[src/rtl/activation_if.sv]
// rtl/activation_if.sv - argument, result, error and feedback channels of the activation unit
interface activation_if #(
  parameter int ARG_W = 16,
  parameter int RES_W = 8,
  parameter int ERR_W = 16,
  parameter int DEPTH = 4
);
  localparam int PEND_W = $clog2(DEPTH) + 1;

  logic              en;
  logic              arg_stb;
  logic [ARG_W-1:0]  arg_dat;
  logic              arg_rdy;
  logic              res_stb;
  logic [RES_W-1:0]  res_dat;
  logic              res_rdy;
  logic              err_stb;
  logic [ERR_W-1:0]  err_dat;
  logic              err_rdy;
  logic              fbk_stb;
  logic [ERR_W-1:0]  fbk_dat;
  logic              fbk_rdy;
  logic [PEND_W-1:0] pend;

  // Producer of arguments and errors, consumer of results and feedback
  modport master (
    output en, arg_stb, arg_dat, res_rdy, err_stb, err_dat, fbk_rdy,
    input  arg_rdy, res_stb, res_dat, err_rdy, fbk_stb, fbk_dat, pend
  );

  // The activation unit itself
  modport slave (
    input  en, arg_stb, arg_dat, res_rdy, err_stb, err_dat, fbk_rdy,
    output arg_rdy, res_stb, res_dat, err_rdy, fbk_stb, fbk_dat, pend
  );
endinterface

[src/rtl/activation.sv]
// rtl/activation.sv - heaviside / saturating ReLU activation with derivative history for backprop
module activation #(
  parameter int ARG_W = 16,
  parameter int RES_W = 8,
  parameter int ERR_W = 16,
  parameter int DEPTH = 4,
  parameter int MODE  = 0
) (
  input logic       clk,
  input logic       rst_n,
  activation_if.slave bus
);
  localparam int AW = $clog2(DEPTH);
  localparam int PW = AW + 1;
  localparam logic [PW-1:0]    FULL    = PW'(DEPTH);
  localparam logic [ARG_W-1:0] SAT_ARG = {{(ARG_W-RES_W){1'b0}}, {RES_W{1'b1}}};

  logic             res_stb_q;
  logic [RES_W-1:0] res_dat_q;
  logic             fbk_stb_q;
  logic [ERR_W-1:0] fbk_dat_q;
  logic [PW-1:0]    pend_q;
  logic [AW-1:0]    wr_ptr_q;
  logic [AW-1:0]    rd_ptr_q;
  logic [DEPTH-1:0] fifo_q;

  logic             arg_neg;
  logic             arg_pos;
  logic             arg_sat;
  logic [RES_W-1:0] res_d;
  logic             deriv_d;
  logic             arg_rdy;
  logic             err_rdy;
  logic             arg_ack;
  logic             push;
  logic             pop;

  // Activation function and its derivative bit for the argument on the bus
  always_comb begin
    arg_neg = bus.arg_dat[ARG_W-1];
    arg_pos = !arg_neg && (bus.arg_dat != '0);
    arg_sat = $signed(bus.arg_dat) >= $signed(SAT_ARG);
    res_d   = '0;
    deriv_d = 1'b0;
    if (MODE == 0) begin
      res_d   = arg_neg ? '0 : '1;
      deriv_d = 1'b1;
    end else begin
      if (!arg_pos)     res_d = '0;
      else if (arg_sat) res_d = '1;
      else              res_d = bus.arg_dat[RES_W-1:0];
      deriv_d = arg_pos;
    end
  end

  // Handshake readiness: a full history only blocks arguments that would be recorded
  always_comb begin
    arg_rdy = (!res_stb_q || bus.res_rdy) && (!bus.en || (pend_q != FULL));
    err_rdy = (pend_q != '0) && (!fbk_stb_q || bus.fbk_rdy);
    arg_ack = bus.arg_stb && arg_rdy;
    push    = arg_ack && bus.en;
    pop     = bus.err_stb && err_rdy;
  end

  // Result register: loads on argument ack, otherwise holds until the consumer takes it
  always_ff @(posedge clk or negedge rst_n) begin
    if (!rst_n) begin
      res_stb_q <= 1'b0;
      res_dat_q <= '0;
    end else if (arg_ack) begin
      res_stb_q <= 1'b1;
      res_dat_q <= res_d;
    end else if (bus.res_rdy) begin
      res_stb_q <= 1'b0;
    end
  end

  // Feedback register: error gated by the oldest recorded derivative bit
  always_ff @(posedge clk or negedge rst_n) begin
    if (!rst_n) begin
      fbk_stb_q <= 1'b0;
      fbk_dat_q <= '0;
    end else if (pop) begin
      fbk_stb_q <= 1'b1;
      fbk_dat_q <= fifo_q[rd_ptr_q] ? bus.err_dat : '0;
    end else if (bus.fbk_rdy) begin
      fbk_stb_q <= 1'b0;
    end
  end

  // Derivative history FIFO; pointers wrap naturally since DEPTH is a power of two
  always_ff @(posedge clk or negedge rst_n) begin
    if (!rst_n) begin
      fifo_q   <= '0;
      wr_ptr_q <= '0;
      rd_ptr_q <= '0;
      pend_q   <= '0;
    end else begin
      if (push) begin
        fifo_q[wr_ptr_q] <= deriv_d;
        wr_ptr_q         <= wr_ptr_q + 1'b1;
      end
      if (pop) begin
        rd_ptr_q <= rd_ptr_q + 1'b1;
      end
      case ({push, pop})
        2'b10:   pend_q <= pend_q + 1'b1;
        2'b01:   pend_q <= pend_q - 1'b1;
        default: pend_q <= pend_q;
      endcase
    end
  end

  assign bus.arg_rdy = arg_rdy;
  assign bus.err_rdy = err_rdy;
  assign bus.res_stb = res_stb_q;
  assign bus.res_dat = res_dat_q;
  assign bus.fbk_stb = fbk_stb_q;
  assign bus.fbk_dat = fbk_dat_q;
  assign bus.pend    = pend_q;
endmodule
[src/flat_wrapper.sv]
// flat-port wrapper written by rule: the top's interface ports become plain ports
module activation_flat 
#(
  parameter int ARG_W = 16,
  parameter int RES_W = 8,
  parameter int ERR_W = 16,
  parameter int DEPTH = 4,
  parameter int MODE  = 0
)
  (clk, rst_n, bus_en, bus_arg_stb, bus_arg_dat, bus_res_rdy, bus_err_stb, bus_err_dat, bus_fbk_rdy, bus_arg_rdy, bus_res_stb, bus_res_dat, bus_err_rdy, bus_fbk_stb, bus_fbk_dat, bus_pend);
  activation_if #(.ARG_W(ARG_W), .RES_W(RES_W), .ERR_W(ERR_W), .DEPTH(DEPTH)) bus_i ();
  input logic clk;
  input logic rst_n;
  input wire logic [$bits(bus_i.en)-1:0] bus_en;
  input wire logic [$bits(bus_i.arg_stb)-1:0] bus_arg_stb;
  input wire logic [$bits(bus_i.arg_dat)-1:0] bus_arg_dat;
  input wire logic [$bits(bus_i.res_rdy)-1:0] bus_res_rdy;
  input wire logic [$bits(bus_i.err_stb)-1:0] bus_err_stb;
  input wire logic [$bits(bus_i.err_dat)-1:0] bus_err_dat;
  input wire logic [$bits(bus_i.fbk_rdy)-1:0] bus_fbk_rdy;
  output wire logic [$bits(bus_i.arg_rdy)-1:0] bus_arg_rdy;
  output wire logic [$bits(bus_i.res_stb)-1:0] bus_res_stb;
  output wire logic [$bits(bus_i.res_dat)-1:0] bus_res_dat;
  output wire logic [$bits(bus_i.err_rdy)-1:0] bus_err_rdy;
  output wire logic [$bits(bus_i.fbk_stb)-1:0] bus_fbk_stb;
  output wire logic [$bits(bus_i.fbk_dat)-1:0] bus_fbk_dat;
  output wire logic [$bits(bus_i.pend)-1:0] bus_pend;
  assign bus_i.en = bus_en;
  assign bus_i.arg_stb = bus_arg_stb;
  assign bus_i.arg_dat = bus_arg_dat;
  assign bus_i.res_rdy = bus_res_rdy;
  assign bus_i.err_stb = bus_err_stb;
  assign bus_i.err_dat = bus_err_dat;
  assign bus_i.fbk_rdy = bus_fbk_rdy;
  assign bus_arg_rdy = bus_i.arg_rdy;
  assign bus_res_stb = bus_i.res_stb;
  assign bus_res_dat = bus_i.res_dat;
  assign bus_err_rdy = bus_i.err_rdy;
  assign bus_fbk_stb = bus_i.fbk_stb;
  assign bus_fbk_dat = bus_i.fbk_dat;
  assign bus_pend = bus_i.pend;
  activation #(.ARG_W(ARG_W), .RES_W(RES_W), .ERR_W(ERR_W), .DEPTH(DEPTH), .MODE(MODE)) u_core (.clk(clk), .rst_n(rst_n), .bus(bus_i));
endmodule
[config.mk]
export PLATFORM = sky130hd
export DESIGN_NAME = activation_flat
export DESIGN_NICKNAME = d
export VERILOG_FILES = /design/src/rtl/activation_if.sv /design/src/rtl/activation.sv /design/src/flat_wrapper.sv
export SDC_FILE = /design/constraint.sdc
export NUM_CORES = 1
export LEC_CHECK = 0
export ABC_AREA = 1
export CAP_MARGIN = 15
export CORE_ASPECT_RATIO = 1.2
export CORE_MARGIN = 10
export CORE_UTILIZATION = 40
export CTS_CLUSTER_SIZE = 10
export DETAILED_ROUTE_END_ITERATION = 8
export PLACE_DENSITY = 0.76
export RECOVER_POWER = 100
export SLEW_MARGIN = 0
export SYNTH_ARGS = -nofsm -noshare
export SYNTH_HDL_FRONTEND = slang
export SYNTH_SLANG_ARGS = --single-unit
[constraint.sdc]
create_clock -name clk -period 2.25 [get_ports clk]
set_input_delay 0.45 -clock clk [delete_from_list [all_inputs] [get_ports clk]]
set_output_delay 0.45 -clock clk [all_outputs]
set_load 0.02 [all_outputs]
Word level (Yosys, flattened, before mapping)
Index checks and enable logic that the tools add are counted.
- word-level logic and storage cells: 46
- RAM bits: 0
- memory bits (read-only): 0
- bits in registers: 37
- latch bits: 0
- memories kept: 0
- output and inout bits: 31
- reduce and logical (&&, ||, !) cells: 16
- equality and inequality tests: 3
- $lt $le $gt $ge: 3
- $add $sub $neg: 4
- divide/modulo/power cells: 0
- bitwise gates (word level): 1
- shift operators: 0
- multiplexer cells: 11
- multiply operators: 0
- operators with widths (operator ; number):
    $mux W16 ; 1
    $mux W8 ; 1
    $logic_and A1 B1 Y1 ; 6
    $lt A2 B3 Y1 const B ; 2
    $mux W1 ; 6
    $pmux W3 S2 ; 1
    $reduce_bool A2 Y1 ; 3
    $add A2 B1 Y2 const B ; 2
    $or A4 B4 Y4 ; 1
    $add A3 B1 Y3 const B ; 1
    $logic_not A1 Y1 ; 3
    $logic_or A1 B1 Y1 ; 3
    $ne A3 B3 Y1 const B ; 1
    $reduce_bool A3 Y1 ; 1
    $sub A3 B1 Y3 const B ; 1
    $bmux W1 S2 ; 1
    $demux W1 S2 ; 1
    $eq A2 B1 Y1 const B ; 1
    $eq A2 B2 Y1 const B ; 1
    $ge A2 B1 Y1 const B ; 1

Depth between registers and ports, before layout
- depth in word-level cells: 7
- mapped depth: 12

Least setup slack after synthesis
OpenSTA, ideal clock, no wires.
- path type: register to register
- start point: register u_core.pend_q[2], in the netlist u_core.bus.pend[2]
- end point: register u_core.pend_q[2], in the netlist u_core.bus.pend[2]
- clock period less this slack: 1960 ps
- path buffers: 1
- arrival: 1881 ps
- stages on the path, launching flop included: 13
- path slack: 290 ps
- required time: 2171 ps
- setup time: 79 ps
- path through: dfrtp_1 > inv_1 > nand2_4 > nand3_4 > buf_6 > inv_1 > ha_1 > inv_1 > fa_1 > nor2_1 > nor2_1 > nand2_1 > xor2_1
- elaborated cells between the ends (all ways): 14
- those cells by class: 2 x add/sub; 3 x eq/ne; 1 x mux; 8 x reduce/logical
- RTL lines (element ; RTL line ; RTL):
    from (decl) ; activation.sv:22 ; logic [PW-1:0] pend_q;
    from (signal assigned) ; activation.sv:107 ; 2'b10: pend_q <= pend_q + 1'b1;
    from (signal assigned) ; activation.sv:108 ; 2'b01: pend_q <= pend_q - 1'b1;
    from (signal assigned) ; activation.sv:109 ; default: pend_q <= pend_q;
    $reduce_bool A3 Y1 * ; activation.sv:59 ; err_rdy = (pend_q != '0) && (!fbk_stb_q || bus.fbk_rdy);
    $logic_and A1 B1 Y1 * ; activation.sv:59 ;
    $logic_and A1 B1 Y1 * ; activation.sv:62 ; pop = bus.err_stb && err_rdy;
    net u_core.pop ; activation.sv:36 ; logic pop;
    $eq A2 B1 Y1 / $eq A2 B2 Y1 (equally long branches) ; activation.sv:106 ; case ({push, pop})
    $pmux W3 S2 / $reduce_bool A2 Y1 (equally long branches) ; - ;
The timed path passes the listed nets; every way through them passes the cells marked *.
A chain may end at the register's enable or synchronous reset.

Final worst setup path
- start point: input bus_res_rdy
- end point: register u_core.pend_q[2], in the netlist u_core.bus.pend[2]
- longest elaborated chain between the ends: 6
- elaborated cells between the ends (all ways): 8
- those cells by class: 2 x eq/ne; 1 x mux; 5 x reduce/logical
- ends and longest elaborated chain (element ; RTL line ; RTL):
    from (decl) ; flat_wrapper.sv:17 ; input wire logic [$bits(bus_i.res_rdy)-1:0] bus_res_rdy;
    $logic_or A1 B1 Y1 * ; activation.sv:58 ; arg_rdy = (!res_stb_q || bus.res_rdy) && (!bus.en || (pend_q != FULL));
    $logic_and A1 B1 Y1 * ; activation.sv:58 ;
    $logic_and A1 B1 Y1 * ; activation.sv:60 ; arg_ack = bus.arg_stb && arg_rdy;
    $logic_and A1 B1 Y1 * ; activation.sv:61 ; push = arg_ack && bus.en;
    $eq A2 B1 Y1 / $eq A2 B2 Y1 (equally long branches) ; activation.sv:106 ;
    $pmux W3 S2 / $reduce_bool A2 Y1 (equally long branches) ; - ;
Every way passes the cells marked *; elsewhere a longest branch is shown, timed or not.

==> results.md <==
Worst setup path:
- The required time at the endpoint of the critical path is 2.46 ns.
- The stage delay of the slowest cell on the critical path is 0.53 ns.
- STA classifies the critical path startpoint as an input pin.
- Data on the critical path arrives at its endpoint at 2.21 ns.
- The setup path with the least slack is of type input pin to flop.
- Traced cell by cell, the critical path runs through dlygate4sd3_1, inv_1, nand2_1, nand4_1, ha_1, inv_1, fa_1, nor2_1, nor2_1, nand2_1, xor2_1.
- The standard cell with the maximum stage delay on the critical path is sky130_fd_sc_hd__dlygate4sd3_1.
- The largest fanout on the critical path is 3.
- The critical path capture point type is a flop.

Yosys:
- The count of mapped cells out of synthesis is 162.
- The synthesized netlist devotes 2.233% of its cell area to XOR and XNOR gates.
- The adder and majority cell fraction of the synthesized area is 5.263%.
- Summing every instance area after synthesis gives 0.001569 mm².
- Measured against the total synthesized area, the mux share comes to 0%.
- The share of the synthesized area in compound gates (AO/OA/AOI/OAI) is 9.250%.
- By area, the combinational part of the netlist is dominated by simple AND/OR/NAND/NOR gates.
- After synthesis, the netlist uses 27 different library cells.
- Of the synthesized area, sequential elements account for 47.85%.
- Averaged over all synthesized cells, the footprint is 9.685 µm².
- The register bit count reported by yosys is 30.
- The Yosys warning count is 0.
- Synthesis produced a netlist with a net count of 207.
- The simple-gate share of the synthesized area is 23.84%.

Floorplanning:
- The vertical die dimension is 88.61 µm.
- In this run the standard cell core region covers 0.003724 mm².
- The die width is 77.18 µm.
- The die covers 0.006838 mm².
- The floorplan has 24 rows.
- The starting density of the core is 42.14%.
- The top-level I/O count is 70.

STA:
- Derived from the worst setup path, the maximum achievable clock frequency is 500.8 MHz.
- The final period utilization is 88.74%.
- At the pin with the least slew margin, the transition time is 0.8820 ns.
- Setup repair after global routing left no endpoint under its margin.
- The total of endpoints with negative setup slack in the final report is 0.
- The routed design could run at a clock period as short as 1.997 ns.
- The post-layout worst setup margin is 0.2533 ns.
- The worst pin sits at a relative slew slack of 41.20%.
- The hold violation total from the final report is 0.
- The clock tree skew after final layout is 0.003568 ns.
- Hold timing on the final database bottoms out at a slack of 0.4608 ns.
- The max-slew violation total from the final report is 0.

GRT:
- The largest net degree at the start of global routing is 31.
- The total congestion overflow after global routing is 0.
- The first global-routing pass estimated 6.265 mm of wire.
- The via count of the first global-routing pass came to 1286.
- Global routing used 11.66% of the available tracks across all layers.
- The initial antenna violation count is 0.

Clock tree:
- The number of clock sinks is 30.
- At the later pin of the worst-skew pair, clock insertion delay measures 0.28 ns.
- The clock transition at the registers of the reported paths is 0.06 ns.
- The count of hold-fix buffers inserted at cts is 0.
- The clock root buffer is sky130_fd_sc_hd__clkbuf_8.
- After clock tree synthesis, the setup repair step added 0 buffers.
- The clock buffer count from CTS is 5.
- The H-tree generated during clock tree synthesis spans 2 levels.
- The clock tree from TritonCTS is yes.
- Counting along the longest clock path gives a buffer depth of 2.

Detailed routing:
- After detailed routing, the number of vias per cell comes to 4.611.
- The pre-antenna-repair detailed-routing pass consisted of 4 iterations.
- After detailed routing, the total wire length is 3.825 mm.
- The violation count after the first detailed-route iteration is 80.
- The count of nets left with antenna violations once routing finished came out at 0.
- The post-detailed-route DRC marker count is 0.
- The routed layout has 1245 vias.
- After detailed routing, the average wire length per cell comes to 14.17 µm.

Place:
- At the end of routability-driven placement, the weighted congestion stood at 0.7310.
- Once detailed placement completed, the half-perimeter wirelength came to 2.800 mm.
- Timing analysis after detailed placement gives a worst setup slack of -0.01753 ns.
- Input and output buffers added on the ports amount to 54.

Hold path:
- The path class of the lowest-slack min-delay path is flop to flop.

Cells and area:
- The number of antenna diodes in the final layout is 0.
- The count of nets after finishing is 262.
- The fraction of final layout cells sized beyond drive strength 1 is 11.47%.
- Relative to the synthesized area, the layout overhead comes to 37.24%.

Power:
- For this design the ratio of total power to cell area is 1342 mW/mm².
- The largest voltage drop on the vdd net is 0.6678 mV.
- The leakage power is 1.026 nW.

Outcome:
- The flow ran to the end, and the final reports show no timing, DRC or antenna violations.

Run:
- The tool flagged a number of max-cap violations equal to 0.
metrics by stage:
| stage | total power, W | instances | TNS, ns | area [µm²] | util, % |
|---|---|---|---|---|---|
| after global routing | 0.003135 | 270 | 0 | 2153 | 57.83 |
| after detailed placement | 0.002626 | 262 | -0.01753 | 2113 | 56.75 |
| final | 0.002889 | 270 | 0 | 2153 | 57.83 |
| after CTS | 0.003146 | 270 | 0 | 2222 | 59.68 |
| after floorplan | 0.002019 | 162 | 0 | 1569 | - |
| after global placement | 0.002589 | 262 | -0.02067 | 2113 | 56.75 |
Yosys cell counts:
cell                       count  area, µm²
sky130_fd_sc_hd__o21ai_2      12      105.1
sky130_fd_sc_hd__inv_2         2      7.510
sky130_fd_sc_hd__clkbuf_4      1      7.510
sky130_fd_sc_hd__dfrtp_1      30      750.7
sky130_fd_sc_hd__and2_1        1      6.260
sky130_fd_sc_hd__nand3_4       1      17.52
sky130_fd_sc_hd__buf_4         8      60.06
sky130_fd_sc_hd__nand4_1      16      100.1
sky130_fd_sc_hd__buf_2         1      5.000
sky130_fd_sc_hd__o21ai_0       2      10.01
sky130_fd_sc_hd__nand2_1      42      157.7
sky130_fd_sc_hd__fa_1          1      20.02
sky130_fd_sc_hd__xor2_1        2      17.52
sky130_fd_sc_hd__o21ai_1       5      25.02
sky130_fd_sc_hd__xnor2_1       2      17.52
sky130_fd_sc_hd__nand2_4       2      22.52
sky130_fd_sc_hd__buf_8         1      15.01
sky130_fd_sc_hd__inv_1        14      52.55
sky130_fd_sc_hd__nand3_2       1      10.01
sky130_fd_sc_hd__ha_1          5      62.56
sky130_fd_sc_hd__nand2_2       3      18.77
sky130_fd_sc_hd__nand4_2       1      12.51
sky130_fd_sc_hd__nor2_4        1      11.26
sky130_fd_sc_hd__buf_6         3      33.78
sky130_fd_sc_hd__a21oi_1       1      5.000
sky130_fd_sc_hd__nor2_1        2      7.510
sky130_fd_sc_hd__nand3_1       2      10.01
area by class of cell:
class / count / area, µm²
Fill cell: 370 / 1570
Sequential cell: 30 / 750.7
Multi-Input combinational cell: 102 / 584.3
Timing Repair Buffer: 62 / 583.1
Clock buffer: 8 / 110.1
Tap cell: 52 / 65.06
Inverter: 16 / 60.06
worst paths after layout:
path / from / to / slack, ns / cells after the start
max reg2reg: u_core.bus.pend[1] / u_core.bus.fbk_dat[5] / 0.34 / 6
max: bus_res_rdy / u_core.bus.pend[2] / 0.25 / 11
min in group asynchronous: rst_n / u_core.bus.res_stb / 0.76 / 2
min reg2reg: u_core.fifo_q[1] / u_core.fifo_q[1] / 0.46 / 2
max in group asynchronous: rst_n / u_core.bus.fbk_dat[6] / 1.00 / 2
min: u_core.fifo_q[1] / u_core.fifo_q[1] / 0.46 / 2
critical path: cells and delay by family:
family	cells	cell delay [ns]
adder cells (fa/ha/maj)	2	0.54
AND/OR/NAND/NOR	5	0.41
XOR/XNOR	1	0.14
buffers and inverters	3	0.65
kinds of logic (layout without fill, tap and decap cells):
family                   Yosys count  count (layout)
flip-flops                        30              30
adder cells (fa/ha/maj)            6               6
AO/OA/AOI/OAI                     20              20
AND/OR/NAND/NOR                   72              72
buffers and inverters             30              86
XOR/XNOR                           4               4
cells in the final DEF (no fill, tap or decap), types with 2 or more instances in the layout:
| cell | count |
|---|---|
| sky130_fd_sc_hd__nand2_1 | 42 |
| sky130_fd_sc_hd__dlygate4sd3_1 | 31 |
| sky130_fd_sc_hd__dfrtp_1 | 30 |
| sky130_fd_sc_hd__clkdlybuf4s50_1 | 21 |
| sky130_fd_sc_hd__nand4_1 | 17 |
| sky130_fd_sc_hd__o21ai_0 | 16 |
| sky130_fd_sc_hd__inv_1 | 15 |
| sky130_fd_sc_hd__clkbuf_8 | 8 |
| sky130_fd_sc_hd__ha_1 | 5 |
| sky130_fd_sc_hd__buf_4 | 4 |
| sky130_fd_sc_hd__nand2_2 | 3 |
| sky130_fd_sc_hd__nand3_1 | 3 |
| sky130_fd_sc_hd__o21ai_2 | 3 |
| sky130_fd_sc_hd__clkbuf_1 | 3 |
| sky130_fd_sc_hd__nand2_4 | 2 |
| sky130_fd_sc_hd__xor2_1 | 2 |
| sky130_fd_sc_hd__xnor2_1 | 2 |
| sky130_fd_sc_hd__nor2_1 | 2 |
per-layer routing:
metal  part of all wire, %  track usage (%)  wire length, µm
met4                   2.4            6.977               91
met3                   7.3            4.767              281
met1                    44            13.07             1670
met5                     0                0                0
met2                    47            18.42             1782
where the power goes:
part           total (W)  internal (W)  switching [W]
sequential      0.000930      0.000768       0.000162
clock           0.000513      0.000309       0.000204
combinational    0.00145      0.000590       0.000856
total            0.00289       0.00167        0.00122
state kept, by name, indices dropped and copies added (netlist names):
name	cells
u_core.bus.fbk_dat	16
u_core.bus.fbk_stb	1
u_core.bus.pend	3
u_core.bus.res_dat	1
u_core.bus.res_stb	1
u_core.fifo_q	4
u_core.rd_ptr_q	2
u_core.wr_ptr_q	2
repair_timing:
item                       CTS  global route
setup endpoints to repair    1             1
pin swaps                    0             0
gates resized for setup      1             1
(Power assumes the default switching activity.)
